[config.mk]
export PLATFORM = sky130hd
export DESIGN_NAME = pc_sequencer
export DESIGN_NICKNAME = d
export VERILOG_FILES = /design/src/rtl/pc_sequencer.sv
export SDC_FILE = /design/constraint.sdc
export NUM_CORES = 1
export LEC_CHECK = 0
export CORE_MARGIN = 5
export CORE_UTILIZATION = 34
export DETAILED_ROUTE_END_ITERATION = 10
export GPL_TIMING_DRIVEN = 0
export REMOVE_ABC_BUFFERS = 1
export SYNTH_ARGS = -nofsm -noshare
export SYNTH_HDL_FRONTEND = slang
export SYNTH_SLANG_ARGS = --single-unit
[constraint.sdc]
create_clock -name clk -period 2.4 [get_ports clk]
set_input_delay 0.48 -clock clk [delete_from_list [all_inputs] [get_ports clk]]
set_output_delay 0.48 -clock clk [all_outputs]
set_load 0.02 [all_outputs]
[src/rtl/pc_sequencer.sv]
// rtl/pc_sequencer.sv - fetch-address sequencer: PC/nPC pair, branch/jump redirect, delay-slot or squash mode
module pc_sequencer #(
    parameter logic [31:0] RESET_PC   = 32'h0000_0000,
    parameter bit          DELAY_SLOT = 1'b1
) (
    input  logic        clk,
    input  logic        rst_n,
    input  logic        stall,
    input  logic        branch_valid,
    input  logic        ch_out,
    input  logic [31:0] branch_target,
    input  logic        jump,
    input  logic [31:0] jump_target,
    output logic [31:0] pc,
    output logic [31:0] npc,
    output logic [31:0] link_addr,
    output logic        if_id_reset,
    output logic        addr_err,
    output logic        slot_err
);

    typedef enum logic {
        SEQ    = 1'b0,
        SHADOW = 1'b1
    } state_t;

    state_t      state;
    state_t      state_next;
    logic        req;
    logic        take;
    logic [31:0] tgt_raw;
    logic [31:0] tgt;
    logic [31:0] pc_next;
    logic [31:0] npc_next;
    logic [31:0] link_next;
    logic        addr_err_next;
    logic        slot_err_next;

    // Jump wins over a simultaneous conditional branch; low bits are dropped so fetch stays aligned.
    assign req     = jump | (branch_valid & ch_out);
    assign tgt_raw = jump ? jump_target : branch_target;
    assign tgt     = {tgt_raw[31:2], 2'b00};
    assign take    = req & ~stall & (state == SEQ);

    always_comb begin
        state_next    = state;
        pc_next       = pc;
        npc_next      = npc;
        link_next     = link_addr;
        addr_err_next = 1'b0;
        slot_err_next = 1'b0;

        if (take) begin
            state_next    = SHADOW;
            addr_err_next = |tgt_raw[1:0];
            if (DELAY_SLOT) begin
                pc_next   = npc;
                npc_next  = tgt;
                link_next = pc + 32'd4;
            end else begin
                pc_next   = tgt;
                npc_next  = tgt + 32'd4;
                link_next = pc;
            end
        end else if (!stall) begin
            // The shadow cycle never redirects; a request arriving there is flagged, not honoured.
            state_next    = SEQ;
            slot_err_next = (state == SHADOW) & req;
            pc_next       = npc;
            npc_next      = npc + 32'd4;
        end
    end

    always_ff @(posedge clk or negedge rst_n) begin
        if (!rst_n) begin
            state     <= SEQ;
            pc        <= RESET_PC;
            npc       <= RESET_PC + 32'd4;
            link_addr <= 32'h0000_0000;
            addr_err  <= 1'b0;
            slot_err  <= 1'b0;
        end else begin
            state     <= state_next;
            pc        <= pc_next;
            npc       <= npc_next;
            link_addr <= link_next;
            addr_err  <= addr_err_next;
            slot_err  <= slot_err_next;
        end
    end

    assign if_id_reset = (state == SHADOW) & ~DELAY_SLOT;

endmodule

## Word-level counts from Yosys, hierarchy flattened

Cells that the tools add are included.
W data, S select, Z words.

| storage, ports and cells | value |
|---|---|
| word-level logic and storage cells | 27 |
| flip-flop bits (word level) | 99 |
| input port bits | 70 |

| operators by class | value |
|---|---|
| mux-type cells | 10 |
| reduce and logical (&&, ||, !) cells | 1 |
| equality and inequality tests | 1 |
| bitwise logic cells | 7 |
| add/subtract/negate cells | 2 |

Operators by type and width:

| operator | count |
|---|---|
| $mux W32 | 5 |
| $add A32 B3 Y32 const B | 2 |
| $mux W1 | 5 |
| $and A1 B1 Y1 | 4 |
| $ne A2 B1 Y1 const B | 1 |
| $not A1 Y1 | 2 |
| $reduce_or A2 Y1 | 1 |
| $or A1 B1 Y1 | 1 |

## Longest topological paths before layout

Gate-level depths: netlist of the first run.

| logic depth | value |
|---|---|
| depth after elaboration | 5 |
| gate-level depth with buffers | 7 |

## Worst setup path before layout of the first run

Ideal clock, no wire load.

| timing path | value |
|---|---|
| path kind | reg-to-reg |
| from | register npc[2] |
| to | register npc[26] |
| stages on the path, launching flop included | 7 |
| library setup time | 120 ps |
| required time | 2280 ps |
| arrival | 2281 ps |
| period minus slack after synthesis | 2401 ps |
| setup slack | -1 ps |
| buffers on the path | 0 |
| path through | dfstp_2 > ha_1 > nand3_4 > nor4_4 > nand3_4 > or4_1 > and3_1 |

| between the ends | value |
|---|---|
| word-level cells in the longest chain between the ends | 3 |

RTL lines:

| what | RTL line | RTL |
|---|---|---|
| start, declared | 15 | `output logic [31:0] npc,` |
| start signal, assigned | 78 | `npc <= RESET_PC + 32'd4;` |
| start signal, assigned | 85 | `npc <= npc_next;` |
| $add A32 B3 Y32 | 70 | `npc_next = npc + 32'd4;` |
| $mux W32 | 65 | `end else if (!stall) begin` |
| $mux W32 | 53 | `if (take) begin` |

No other way between the ends. The select of a mux whose other input is x is not followed.
A chain may end at the register's enable or synchronous reset.

## Final worst setup path of the first run

| timing path | value |
|---|---|
| from | input branch_valid |
| to | register npc[22] |

| between the ends | value |
|---|---|
| word-level cells in the longest chain between the ends | 5 |
| elaborated cells between the ends (all ways) | 6 |

RTL lines:

| what | RTL line | RTL |
|---|---|---|
| start, declared | 9 | `input logic branch_valid,` |
| $and A1 B1 Y1 (*) | 40 | `assign req = jump \| (branch_valid & ch_out);` |
| $or A1 B1 Y1 (*) | 40 |  |
| $and A1 B1 Y1 (*) (2 in series) | 43 | `assign take = req & ~stall & (state == SEQ);` |
| $ne A2 B1 Y1 (no line) or $mux W32 (tied branches) | -- |  |

Mark *: on every way between the ends. The rest lies on a longest branch, timed or not.

==> metrics.md, run 1 <==
| Metric | Value |
|---|---|
| Outcome | `completed` |
| Area growth, synth to finish | `40.4%` |
| Largest net degree at the start of global routing | `89` |
| Crit-path max cell delay | `0.58 ns` |
| Latest clock arrival within the worst-skew pair | `0.34 ns` |
| PwrDens | `927 nW/µm²` |
| Dpl hpwl | `11.2 mm` |
| Crit. End Element | `flip-flop` |
| Async SR Flop Fraction | `100%` |
| Worst hold path type | `input pin to asynchronous set/reset pin` |
| Most common cell after layout, fill and taps aside | `clkdlybuf4s50_1` |
| Port Buf Inserts | `161` |
| Slew @ Worst Pin | `0.666 ns` |
| Cell Rows | `44` |
| Post-synth EDFFs | `0` |
| Final Setup Violations | `0` |
| Full die area | `17500 µm²` |
| WL final | `15.0 mm` |
| Num CTS Buffers | `9` |
| YS warnings | `0` |
| CP cell instances | `clkdlybuf4s50_1 > a21oi_1 > or2_4 > and3_2 > a32oi_1 > o22a_1` |
| Final period util | `94.9%` |
| Die Y | `132 µm` |
| Top FF cell, synth | `dfrtp_1` |
| Kind of critical path | `input pin to flip-flop` |
| WL per Instance | `17.4 µm` |
| Peak fanout along the critical path | `54` |
| Core area | `14600 µm²` |
| DRT iter0 DRCs | `290` |
| DRT antenna net count | `0` |
| Initial antenna violation count | `0` |
| Final hold vios | `0` |
| Critical Path RT | `2.62 ns` |
| Root Driver | `clkbuf_16` |
| H-tree levels | `3` |
| Post-layout min period | `2.28 ns` |
| Diode count | `0` |
| Non-filler instance count after layout | `860` |
| Max-cap violations | `0` |
| Seq/Total Area, Yosys | `45.8%` |
| Nets | `744` |
| Startpoint Class | `input pin` |
| Lkg Pwr | `2.84 nW` |
| Peak supply drop | `0.000443 V` |
| Syn Area/Cell | `9.63 µm²` |
| Most frequent cells in the layout | `clkdlybuf4s50_1 (158), dfrtp_1 (92), nand2_1 (60)` |
| WHS | `0.134 ns` |
| Register bit total from synthesis | `93` |
| Setup repair after global routing missed its margin | `no` |
| Global-route usage over all layers | `17.2%` |
| I/O Pins | `169` |
| Vias in the first global route | `4452` |
| CP Data Arrival Time | `2.50 ns` |
| DR vias/cell | `5.23` |
| Skew final | `0.0105 ns` |
| Syn Inst Count | `528` |
| Relative slew slack | `55.6%` |
| CTS Sinks | `93` |
| Synth cell types | `47` |
| Mapped cell area | `5080 µm²` |
| Fmax | `439 MHz` |
| Placed Cells | `844` |
| Area contributors post-synth | `dfrtp_1 (45%), mux2_2 (7.5%), nand2_1 (4.5%)` |
| First-pass GRT wire length | `24.7 mm` |
| CP max stage cell | `or2_4` |
| CTS clk-pin slew, worst paths | `0.07 ns` |
| Via Count | `4498` |
| Remaining global-route overflow | `0` |
| Drc violations | `0` |
| Area fraction of the dominant cell type after synthesis | `45.3%` |
| Clk buf depth | `2` |
| Share of cells above drive strength 1 | `10.8%` |
| Post-synth top area cell | `dfrtp_1` |
| Die W | `132 µm` |
| Starting Density | `34.8%` |
| Pre-antenna DRT Iters | `5` |
| TritonCTS clock tree | `yes` |
| GP Congestion | `0.817` |
| Fin. max-slew vios | `0` |
-- metal layers --
metal  part of all wire, %  global-route usage [%]  wire length [µm]  vias to the layer above
met5                     0                       0                 0                        -
met4                   2.5                    6.22               376                        0
met3                   4.1                    2.75               610                       25
met2                    50                    28.5              7470                      107
met1                    44                    22.6              6530                     2180
li1                      -                       -                 -                     2186
-- synthesized netlist by cell type (2+ instances only) --
cell type,number
nand2_1,61
a21oi_1,25
o22ai_1,5
a2bb2oi_1,5
nor2_1,30
o311ai_0,3
xnor2_1,23
nor2b_1,6
mux2_2,34
or3_1,2
and3_2,4
nand3_4,2
a31oi_1,6
and4_1,6
nand3_1,28
buf_4,7
clkbuf_1,24
and3_1,10
nor4_1,7
o22a_1,13
a211oi_1,8
a22oi_1,4
dfrtp_1,92
nand4_1,9
nor3_1,12
xor2_1,5
buf_2,4
inv_1,10
ha_1,2
or4_1,6
buf_1,3
o21ai_0,40
mux2i_1,18
-- flip-flops by register name, indices dropped and copies added, names as in the netlist --
name       flops
addr_err       1
npc           30
slot_err       1
state          1
pc            30
link_addr     30
-- cell type report --
cell class	count	area (µm²)
Inverter	10	37.5
Fill cell	1386	7450
Clock inverter	5	27.5
Multi-Input combinational cell	392	2590
Clock buffer	10	239
Tap cell	184	230
Timing Repair Buffer	166	1690
Sequential cell	93	2330
-- critical path, delay by kind of cell --
kind / cells / cell delay [ns]
simple gates: 2 / 0.92
compound gates: 3 / 0.67
buf+inv: 1 / 0.40
-- cell families (layout without fill, tap and decap cells) --
group | after synthesis | after routing | share of synthesized area [%]
compound gates | 114 | 114 | 14.0
xor+xnor | 28 | 28 | 4.83
fa+ha+maj | 2 | 2 | 0.492
buf+inv | 49 | 191 | 4.43
flops | 93 | 93 | 45.8
mux | 52 | 52 | 11.1
other cells | 1 | 7 | 0.0738
simple gates | 189 | 189 | 19.3
-- per-stage QoR --
stage          worst slack, ns  power [W]  setup TNS, ns  cell area (µm²)  util [%]
2_1_floorplan           -0.581    0.00383         -19.00             4920         -
3_3_place_gp             -4.12    0.00528        -475.20             6760      46.3
3_5_place_dp            -0.592    0.00535         -23.86             6830      46.8
4_1_cts                 0.0856    0.00667              0             7110      48.8
5_1_grt                 0.0205    0.00700              0             7140      48.9
6_report                 0.122    0.00662              0             7140      48.9
-- power by group --
part | internal, W | switching [W] | leakage (nW) | total (W)
sequential | 0.00202 | 0.000591 | 1.10 | 0.00261
combinational | 0.00134 | 0.00135 | 1.61 | 0.00269
clock | 0.000718 | 0.000594 | 0.134 | 0.00131
total | 0.00409 | 0.00253 | 2.84 | 0.00662
-- timing repair --
action | 4_1_cts | 5_1_grt
setup endpoints to repair | 33 | 6
buffers inserted | 1 | 0
pin swaps | 1 | 0
gates resized for setup | 3 | 4
hold buffers | 0 | 0
-- final timing paths --
kind / startpoint / to / slack (ns) / cells after the start
min in group clk: link_addr[17]$_DFFE_PN0N_ / link_addr[17]$_DFFE_PN0N_ / 0.48 / 2
worst min-delay path: rst_n / addr_err$_DFF_PN0_ / 0.13 / 1
worst min register to register: link_addr[17]$_DFFE_PN0N_ / link_addr[17]$_DFFE_PN0N_ / 0.48 / 2
worst max register to register: npc[2]$_DFFE_PN1P_ / npc[26]$_DFFE_PN0P_ / 0.19 / 6
worst max-delay path: branch_valid / npc[22]$_DFFE_PN0P_ / 0.12 / 6
max in group asynchronous: rst_n / npc[11]$_DFFE_PN0P_ / 1.59 / 2
Note: power is estimated with default switching activity, not from simulation.
==> run 2, diff against run 1 <==
Settings changed: GPL_TIMING_DRIVEN 0 to default.
==> run 2 against run 1 <==
Via count is 2.9% higher. Critical path depth stayed put. Wire length is 3.3% higher. Maximum frequency is 0.60% lower. Utilization is 1.0 points higher. Clock power is 13% higher. Global-route usage is 0.31 points higher. Sequential share of layout area is 0.67 points lower. Largest cell class unchanged. Largest power group unchanged. Highest routed layer unchanged.
==> metrics.md, run 2 (synthesis gave the netlist of run 1 again) <==
| Metric | Value |
|---|---|
| Crit. End Element | `flip-flop` |
| First-pass GRT wire length | `25.0 mm` |
| Initial antenna violation count | `0` |
| WL per Instance | `17.6 µm` |
| Die W | `132 µm` |
| Die Y | `132 µm` |
| Fmax | `436 MHz` |
| Cell Rows | `44` |
| Final Setup Violations | `0` |
| Setup repair after global routing missed its margin | `no` |
| CP Data Arrival Time | `2.53 ns` |
| Diode count | `0` |
| Fin. max-slew vios | `0` |
| Reg-to-reg startpoint | `npc[2]$_DFFE_PN1P_` |
| Peak supply drop | `0.000371 V` |
| Drc violations | `0` |
| Final period util | `95.5%` |
| Top Registers | `link_addr: 30 flops, npc: 30 flops, pc: 30 flops` |
| Lkg Pwr | `2.92 nW` |
| Core area | `14600 µm²` |
| DRT antenna net count | `0` |
| I/O Pins | `169` |
| Dpl ws | `0.0624 ns` |
| Worst reg2reg path depth | `6` |
| Slew @ Worst Pin | `0.535 ns` |
| Final hold vios | `0` |
| Peak fanout along the critical path | `8` |
| Max-cap violations | `0` |
| Latest clock arrival within the worst-skew pair | `0.34 ns` |
| Post-layout min period | `2.29 ns` |
| Global-route usage over all layers | `17.5%` |
| Nets | `763` |
| Vias in the first global route | `4584` |
| Via Count | `4628` |
| # Post-CTS Setup Buffers | `0` |
| Final setup margin | `0.109 ns` |
| GP Congestion | `0.844` |
| DRT iter0 DRCs | `323` |
| Starting Density | `34.8%` |
| # hold bufs at CTS | `0` |
| Most common cell after layout, fill and taps aside | `clkdlybuf4s50_1` |
| Relative slew slack | `64.3%` |
| Area growth, synth to finish | `43.4%` |
| CP max stage cell | `dfstp_2` |
| CP Buf/Inv Count | `0` |
| Kind of critical path | `flip-flop to flip-flop` |
| FILL cells | `1371` |
| Crit-path max cell delay | `0.53 ns` |
| Largest net degree at the start of global routing | `53` |
| Share of cells above drive strength 1 | `13.2%` |
| Post-layout util | `49.9%` |
| H-tree levels | `3` |
| Startpoint Class | `flip-flop` |
| Overall power | `0.00686 W` |
| CP cell instances | `ha_1 > nand3_4 > nor4_4 > nand3_4 > or4_1 > and3_1` |
| Port Buf Inserts | `161` |
| Outcome | `completed` |
| Reg2reg setup slack | `0.11 ns` |
| Critical path's top delay family | `simple AND/OR/NAND/NOR gates` |
| PwrDens | `941 nW/µm²` |
| Critical Path RT | `2.64 ns` |
| Pre-antenna DRT Iters | `5` |
| Clk buf depth | `2` |
| Worst hold path type | `input pin to asynchronous set/reset pin` |
| Most frequent cells in the layout | `clkdlybuf4s50_1 (158), dfrtp_1 (92), nand2_1 (60)` |
| Most frequent CP cell | `nand3_4` |
| WL final | `15.5 mm` |
| Root Driver | `clkbuf_16` |
| CTS clk-pin slew, worst paths | `0.07 ns` |
| TritonCTS clock tree | `yes` |
| Skew final | `0.00535 ns` |
| DR vias/cell | `5.26` |
| Worst flop-to-flop path endpoint | `npc[26]$_DFFE_PN0P_` |
| Dpl hpwl | `11.9 mm` |
| Full die area | `17500 µm²` |
| CTS Sinks | `93` |
| Remaining global-route overflow | `0` |
| Num CTS Buffers | `9` |
| Post-cts sizing count | `0` |
==> run 2: metal layers <==
metal,GRT usage (%),wire [µm]
met1,22.0,6520
met2,30.4,7910
met3,3.02,738
met4,5.66,304
met5,0,0
==> run 2: area by class of cell <==
| class | instances | area [µm²] | area share (%) |
|---|---|---|---|
| Clock buffer | 11 | 253 | 3.47 |
| Clock inverter | 5 | 58.8 | 0.807 |
| Inverter | 10 | 37.5 | 0.515 |
| Multi-Input combinational cell | 392 | 2560 | 35.2 |
| Sequential cell | 93 | 2330 | 32.0 |
| Tap cell | 184 | 230 | 3.16 |
| Timing Repair Buffer | 185 | 1820 | 24.9 |
==> run 2: report_power, final <==
group / internal, W / total (W) / switching [W]
registers: 0.00202 / 0.00257 / 0.000551
clock network: 0.000865 / 0.00148 / 0.000617
logic: 0.00140 / 0.00280 / 0.00140
==> run 2: worst max path at each step <==
stage	slack, ns	end	startpoint	cells after the start
after floorplan	-0.58	npc[30]$_DFFE_PN0P_	branch_valid	5
after global placement	0.1	npc[15]$_DFFE_PN0P_	branch_valid	6
after detailed placement	0.06	npc[19]$_DFFE_PN0P_	branch_valid	7
after CTS	0.13	npc[26]$_DFFE_PN0P_	npc[2]$_DFFE_PN1P_	6
after global routing	0.008	npc[26]$_DFFE_PN0P_	npc[2]$_DFFE_PN1P_	6
final	0.11	npc[26]$_DFFE_PN0P_	npc[2]$_DFFE_PN1P_	6
==> run 2: through the flow <==
step / instances / instance area [µm²] / setup TNS (ns) / hold WS (ns)
floorplan: 495 / 4920 / -19.00 / 0.184
global route: 880 / 7290 / 0 / 0.108
detailed placement: 864 / 6980 / 0 / 0.456
global placement: 864 / 6980 / 0 / 0.445
finish: 880 / 7290 / 0 / 0.0808
CTS: 880 / 7290 / 0 / 0.0873
